<file path="src/rtl/kda_job_assembler.sv">
// kda_job_assembler: frames a header word, password words and salt words from the host
// into one parallel PBKDF2 job held on a valid/ready port until consumed.
module kda_job_assembler #(
   parameter int PASS_WORDS = 8,
   parameter int SALT_WORDS = 8
) (
   input  logic                     clk_i,
   input  logic                     reset_i,
   input  logic [63:0]              data_i,
   input  logic                     v_i,
   output logic                     ready_o,
   output logic [1:0]               chunks_o,
   output logic [5:0]               salt_len_o,
   output logic [31:0]              iters_o,
   output logic [64*PASS_WORDS-1:0] pass_o,
   output logic [64*SALT_WORDS-1:0] salt_o,
   output logic                     v_o,
   input  logic                     ready_i,
   output logic                     err_o
);
   localparam int PW = 64 * PASS_WORDS;
   localparam int SW = 64 * SALT_WORDS;
   localparam int MAXW = PASS_WORDS > SALT_WORDS ? PASS_WORDS : SALT_WORDS;
   localparam int CW = $clog2(MAXW) + 1;
   localparam logic [CW-1:0] PASS_LAST = CW'(PASS_WORDS - 1);
   localparam logic [CW-1:0] SALT_LAST = CW'(SALT_WORDS - 1);
   localparam logic [1:0] HDR  = 2'd0;
   localparam logic [1:0] PASS = 2'd1;
   localparam logic [1:0] SALT = 2'd2;
   localparam logic [1:0] FULL = 2'd3;

   logic [1:0]    state_q, state_d;
   logic [CW-1:0] cnt_q, cnt_d;
   logic          drop_q, drop_d;
   logic          err_q, err_d;
   logic [1:0]    chunks_q, chunks_d;
   logic [5:0]    salt_len_q, salt_len_d;
   logic [31:0]   iters_q, iters_d;
   logic [PW-1:0] pass_q, pass_d;
   logic [SW-1:0] salt_q, salt_d;
   logic          in_xfer;
   logic          unused_rsvd;

   assign ready_o     = ~reset_i & (state_q != FULL);
   assign in_xfer     = v_i & ready_o;
   assign unused_rsvd = ^data_i[23:0];

   always_comb begin
      state_d    = state_q;
      cnt_d      = cnt_q;
      drop_d     = drop_q;
      err_d      = 1'b0;
      chunks_d   = chunks_q;
      salt_len_d = salt_len_q;
      iters_d    = iters_q;
      pass_d     = pass_q;
      salt_d     = salt_q;
      if (in_xfer && state_q == HDR) begin
         chunks_d   = data_i[63:62];
         salt_len_d = data_i[61:56];
         iters_d    = data_i[55:24];
         cnt_d      = '0;
         drop_d     = data_i[55:24] == 32'd0;
         err_d      = data_i[55:24] == 32'd0;
         state_d    = PASS;
      end
      if (in_xfer && state_q == PASS) begin
         pass_d  = PW'({pass_q, data_i});
         cnt_d   = cnt_q == PASS_LAST ? '0 : cnt_q + CW'(1);
         state_d = cnt_q == PASS_LAST ? SALT : PASS;
      end
      // A dropped (zero-iteration) job is fully consumed from the host but never presented.
      if (in_xfer && state_q == SALT) begin
         salt_d  = SW'({salt_q, data_i});
         cnt_d   = cnt_q == SALT_LAST ? '0 : cnt_q + CW'(1);
         state_d = cnt_q == SALT_LAST ? (drop_q ? HDR : FULL) : SALT;
      end
      if (state_q == FULL && ready_i) state_d = HDR;
   end

   always_ff @(posedge clk_i) begin
      if (reset_i) begin
         state_q    <= HDR;
         cnt_q      <= '0;
         drop_q     <= 1'b0;
         err_q      <= 1'b0;
         chunks_q   <= '0;
         salt_len_q <= '0;
         iters_q    <= '0;
         pass_q     <= '0;
         salt_q     <= '0;
      end else begin
         state_q    <= state_d;
         cnt_q      <= cnt_d;
         drop_q     <= drop_d;
         err_q      <= err_d;
         chunks_q   <= chunks_d;
         salt_len_q <= salt_len_d;
         iters_q    <= iters_d;
         pass_q     <= pass_d;
         salt_q     <= salt_d;
      end
   end

   assign v_o        = state_q == FULL;
   assign err_o      = err_q;
   assign chunks_o   = chunks_q;
   assign salt_len_o = salt_len_q;
   assign iters_o    = iters_q;
   assign pass_o     = pass_q;
   assign salt_o     = salt_q;
endmodule
</file>
<file path="config.mk">
export PLATFORM = sky130hd
export DESIGN_NAME = kda_job_assembler
export DESIGN_NICKNAME = d
export VERILOG_FILES = /design/src/rtl/kda_job_assembler.sv
export SDC_FILE = /design/constraint.sdc
export NUM_CORES = 2
export LEC_CHECK = 0
export ABC_CLOCK_PERIOD_IN_PS = 1900
export CAP_MARGIN = 20
export CORE_AREA = 2 2 436 438
export CTS_BUF_LIST = sky130_fd_sc_hd__clkbuf_8
export DETAILED_ROUTE_END_ITERATION = 8
export DIE_AREA = 0 0 438 440
export MAX_ROUTING_LAYER = met4
export SLEW_MARGIN = 10
export SYNTH_ARGS = -nofsm -noshare
export SYNTH_HDL_FRONTEND = slang
export SYNTH_SLANG_ARGS = --single-unit
export TNS_END_PERCENT = 20
</file>
<file path="constraint.sdc">
create_clock -name clk_i -period 1.9 [get_ports clk_i]
set_clock_uncertainty 0.1 [all_clocks]
set_input_delay 0.285 -clock clk_i [delete_from_list [all_inputs] [get_ports clk_i]]
set_output_delay 0.285 -clock clk_i [all_outputs]
set_load 0.02 [all_outputs]
</file>
# Yosys cells after proc, flatten, opt, wreduce, memory -nomap -nowiden

Index checks and enable logic that the tools add are counted.

Equality and inequality tests: 5
Bitwise logic cells: 4
Reductions and logical operators: 9
$add $sub $neg: 1
Mux-type cells: 10

Operator list:

| operator                                      | number |
|---|---|
| zero test 32 bit                              | 1 |
| two-way mux 4 bit                             | 4 |
| two-way mux 2 bit                             | 6 |
| adder 4 x 1 -> 4 bit, second input constant   | 1 |
| == test 2 bit, second input constant          | 2 |
| == test 4 x 3 -> 1 bit, second input constant | 1 |
| logical AND 1 bit                             | 4 |
| OR reduction 2 bit                            | 2 |
| nonzero test 3 bit                            | 1 |
| AND 1 bit                                     | 2 |
| == test 2 x 1 -> 1 bit, second input constant | 1 |
| zero test 2 bit                               | 1 |
| inequality test 2 bit, second input constant  | 1 |
| NOT 1 bit                                     | 2 |

Register bits: 1072
Input bits: 68
Output and inout port bits: 1067

# Longest topological paths before layout

Depth after elaboration: 7
Mapped depth: 8
Mapped depth without buffers: 5

# Worst setup path after synthesis

OpenSTA, ideal clock, no wires.

Path type: register -> register
From: reg state_q[0]
To: reg pass_q[431] (netlist: pass_o[431])
Arrival: 1.392 ns
Stages on the path, launching flop included: 9
Path slack: 0.337 ns
Library setup time: 0.071 ns
Cells stage by stage: dfxtp_1 buf_6 and2b_4 and3_1 buf_6 buf_12 buf_6 nand2_2 a21oi_2

Cells in the longest elaborated chain, start to end: 4

Ends and longest elaborated chain:

| item                   | RTL line | source |
|---|---|---|
| start, declared        | 32       | `logic [1:0] state_q, state_d;` |
| start signal, assigned | 93       | `state_q <= state_d;` |
| inequality test 2 bit  | 44       | `assign ready_o = ~reset_i & (state_q != FULL);` |
| AND 1 bit              | 44       |  |
| AND 1 bit              | 45       | `assign in_xfer = v_i & ready_o;` |
| logical AND 1 bit (*)  | 67       | `if (in_xfer && state_q == PASS) begin` |
| end signal, assigned   | 100      | `pass_q <= pass_d;` |
| end, declared          | 39       | `logic [PW-1:0] pass_q, pass_d;` |

Every way passes the cells marked *; elsewhere a longest branch is shown, timed or not.
A chain may end at the register's enable or synchronous reset.

# Worst setup path after layout

From: reg state_q[0]
To: out ready_o

Cells in the longest elaborated chain, start to end: 2

Ends and longest elaborated chain:

| item                  | RTL line | source |
|---|---|---|
| inequality test 2 bit | 44       |  |
| AND 1 bit             | 44       |  |
| end, declared         | 11       | `output logic ready_o,` |

Every way passes these cells.

==> load_flow_metrics.sql <==
INSERT INTO impl_metrics (metric_group, metric, value, unit) VALUES
('finish', 'fin_nets', '6510', ''),
('drt', 'drc', '3', ''),
('synth', 'synth_area_leader_cell', 'dfxtp_1', ''),
('critical_path', 'worstSetupStartpoint', 'state_q[0]', ''),
('global_routing', 'grt-ovfl-total', '0', ''),
('die', 'initial_core_util', '0.1994', ''),
('sta', 'timing.final.crit_share', '1.150', ''),
('place', 'port_buffers', '1134', ''),
('place', 'globalplace.congestion', '0.9495', ''),
('synth', 'ffs_latches_synth', '1072', ''),
('synth', 'synth.yosys.warnings', '0', ''),
('die', 'fp.dieH', '440', 'um'),
('cts', 'post_cts_clock_slew_at_the_launch_and_capture_registers_of_the_worst_setup_and_hold_paths', '0.07', 'ns'),
('global_routing', 'grt_start_max_net_pins', '181', ''),
('drt', 'dr_vias_cell', '4.282', ''),
('critical_path', 'max_stage_delay', '0.35', 'ns'),
('run_status', 'failed_checks', 'DRC, setup timing', ''),
('cts', 'cts.sink_count', '1072', ''),
('die', 'row_count', '160', ''),
('die', 'die_w', '438', 'um'),
('sta', 'post-route-min-period', '2.184', 'ns'),
('run_status', 'outcome', 'finished with violations', ''),
('power', 'power_density', '763.4', 'mW/mm2'),
('cts', 'clkLatencyLatePin', '1.00', 'ns'),
('cts', 'cts.htree.levels', '4', ''),
('die', 'fp.coreArea', '0.1886', 'mm2'),
('power', 'p_total', '47.90', 'mW'),
('synth', 'ys_dominant_reg_cell', 'dfxtp_1', ''),
('finish', 'area.growth.synth_to_final', '66.87', '%'),
('sta', 'finalMaxSlewViolations', '0', ''),
('critical_path', 'worst_r2r_path_depth', '8', ''),
('critical_path', 'timing.critical_path.fanout_max', '3', ''),
('synth', 'syn_area_per_cell', '8.038', 'um2'),
('global_routing', 'via_count_of_the_first_global_routing_pass', '36493', ''),
('critical_path', 'critical_path.cell_chain', 'buf_6 > nand2_8 > inv_8 > nor2_4 > buf_8', ''),
('critical_path', 'cp_top_delay_family', 'flip-flops', ''),
('global_routing', 'grt_antenna_before_repair', '9', ''),
('drt', 'routed-via-count', '39014', ''),
('die', 'die_area', '0.1927', 'mm2'),
('critical_path', 'arrival', '1.80', 'ns'),
('sta', 'fmax', '457.8', 'MHz'),
('min_path', 'hp-start', 'data_i[53]', ''),
('drt', 'detail_route.wl_per_cell', '22.02', 'um'),
('synth', 'yosys.cell_types.count', '37', ''),
('critical_path', 'critPathKind', 'reg -> out', ''),
('critical_path', 'critPathBufInv', '3', ''),
('finish', 'layout-drive-gt1-share', '0.3902', ''),
('synth', 'top_post_synthesis_cells_by_area', 'dfxtp_1 57%, nand2_1 21%, a21oi_1 14%, buf_6 1.7%, clkbuf_1 1.6%', ''),
('cts', 'cts_buffers', '188', ''),
('synth', 'edff_count_synth', '0', ''),
('sta', 'setup_viol', '786', ''),
('sta', 'tightestPinTransition', '1.039', 'ns'),
('critical_path', 'crit_slowest_cell', 'dfxtp_4', ''),
('cts', 'cts_root_buffer', 'clkbuf_8', ''),
('min_path', 'timing.hold.worst.class', 'in -> reg', ''),
('critical_path', 'reg2reg_from', 'state_q[1]', ''),
('finish', 'layout.core_utilization', '0.3327', ''),
('synth', 'async_flop_share', '0', ''),
('synth', 'netlist_instances', '4678', ''),
('critical_path', 'crit_path_end', 'ready_o', ''),
('finish', 'fin_cells', '9112', ''),
('critical_path', 'critPathRequiredTime', '1.51', 'ns'),
('synth', 'mappedNetlistNets', '4747', ''),
('place', 'post-place-cells', '8222', ''),
('min_path', 'worstHoldPathCells', '5', ''),
('sta', 'timing.final.ws_setup', '-0.2842', 'ns'),
('cts', 'clock_tree_buf_depth', '3', ''),
('drt', 'dr.pass1.iters', '9', ''),
('power', 'peakVddDrop', '0.5313', 'mV'),
('critical_path', 'regToRegSetupSlack', '-0.17', 'ns'),
('flow_run', 'maxCapViolations', '0', '');
-- where the power goes --
part           switching (mW)  internal, mW
Clock                    10.6          12.6
Sequential             0.0885          22.3
Combinational            1.47         0.815
-- registers in the layout (all words and copies together), names as in the netlist --
register and flops:
pass_o 512, salt_len_o 6, cnt_q 4, chunks_o 2, err_o 1, drop_q 1
state_q 2, iters_o 32, salt_o 512
-- worst min-delay path, delay by kind of cell --
| kind | cells | cell delay, ns |
|---|---|---|
| and+or+nand+nor | 3 | 0.26 |
| buffers and inverters | 2 | 0.59 |
-- cell families after synthesis --
| logic type | after synthesis | share of synthesized area |
|---|---|---|
| flip-flops | 1072 | 0.5708 |
| AND/OR/NAND/NOR | 2163 | 0.2188 |
| AO/OA/AOI/OAI | 1078 | 0.1452 |
| adder cells (fa/ha/maj) | 2 | 0.0005989 |
| buffers and inverters | 361 | 0.06409 |
| multiplexers | 2 | 0.0005989 |
-- per-stage QoR --
stage          instance area, um2  hold WS [ns]  worst slack [ns]  TNS (ns)
2_1_floorplan               37600        0.3210            0.3367         0
3_3_place_gp                52300        0.3427           -0.7742   -214.33
3_5_place_dp                52300        0.3466           -0.8168   -242.63
4_1_cts                     59400     -0.007083           -0.4778   -280.81
5_1_grt                     62730       0.06826           -0.4385   -217.82
6_report                    62740        0.1017           -0.2842    -61.48
-- cells in the mapped netlist, types with 3 or more instances --
cell      number
a21oi_1     1057
a21oi_2       10
buf_1         12
buf_12         4
buf_2         71
buf_4         12
buf_6         57
buf_8         38
clkbuf_1     163
dfxtp_1     1072
inv_1          4
nand2_1     2123
nand2_2       10
nand3_1        3
nor2_1         4
nor3_1         4
nor4_1         8
o21ai_0        5
-- final cells by class --
class                           instances  area (um2)
Timing Repair Buffer                 1930       18840
Tap cell                             2511        3142
Clock inverter                        104       808.3
Clock buffer                          234        3221
Antenna cell                           12       30.03
Fill cell                           19666      125800
Multi-Input combinational cell       3245       13790
Sequential cell                      1072       22890
Inverter                                4       22.52
-- routing by layer --
metal,track usage,wire (um),share of wire,up-vias
met5,-,0,0,-
met1,0.2243,77660,0.39,18759
met3,0.05386,13640,0.068,392
li1,-,-,-,18655
met4,0.07747,8462,0.042,0
met2,0.3421,100900,0.50,1208
-- how the worst min path moves through the flow --
stage,to,slack [ns]
floorplan,pass_o[0],0.32
global placement,salt_o[451],0.34
detailed placement,pass_o[452],0.35
CTS,err_o,-0.007
global route,err_o,0.07
finish,err_o,0.10
-- placed cells by master, fill, tap and decap left out, drive strengths merged --
cell              n
a2111oi           1
a21oi          1067
a221oi            1
a222oi            1
a31o              1
a31oi             1
and2              2
and2b             1
and3              1
and3b             1
buf            1515
bufinv           11
clkbuf          235
clkdlybuf4s15     1
clkdlybuf4s50    66
clkinv           18
clkinvlp          5
dfxtp          1072
diode            12
dlygate4sd2     279
dlygate4sd3      68
ha                1
inv              74
maj3              1
mux2              2
nand2          2133
nand2b            1
nand3             4
nand4             1
nor2              4
nor2b             1
nor3              4
nor3b             1
nor4              8
nor4b             1
o211ai            1
o21ai             5
-- what timing repair did --
item,CTS,global route
hold endpoints to repair,342,0
endpoints found under the setup margin,1581,1921
cloned,0,1
pin swaps,2,2
gates resized for setup,3396,2585
hold buffers,68,0
buffers inserted,255,216
No activity file was read; power rests on OpenSTA's default activity.
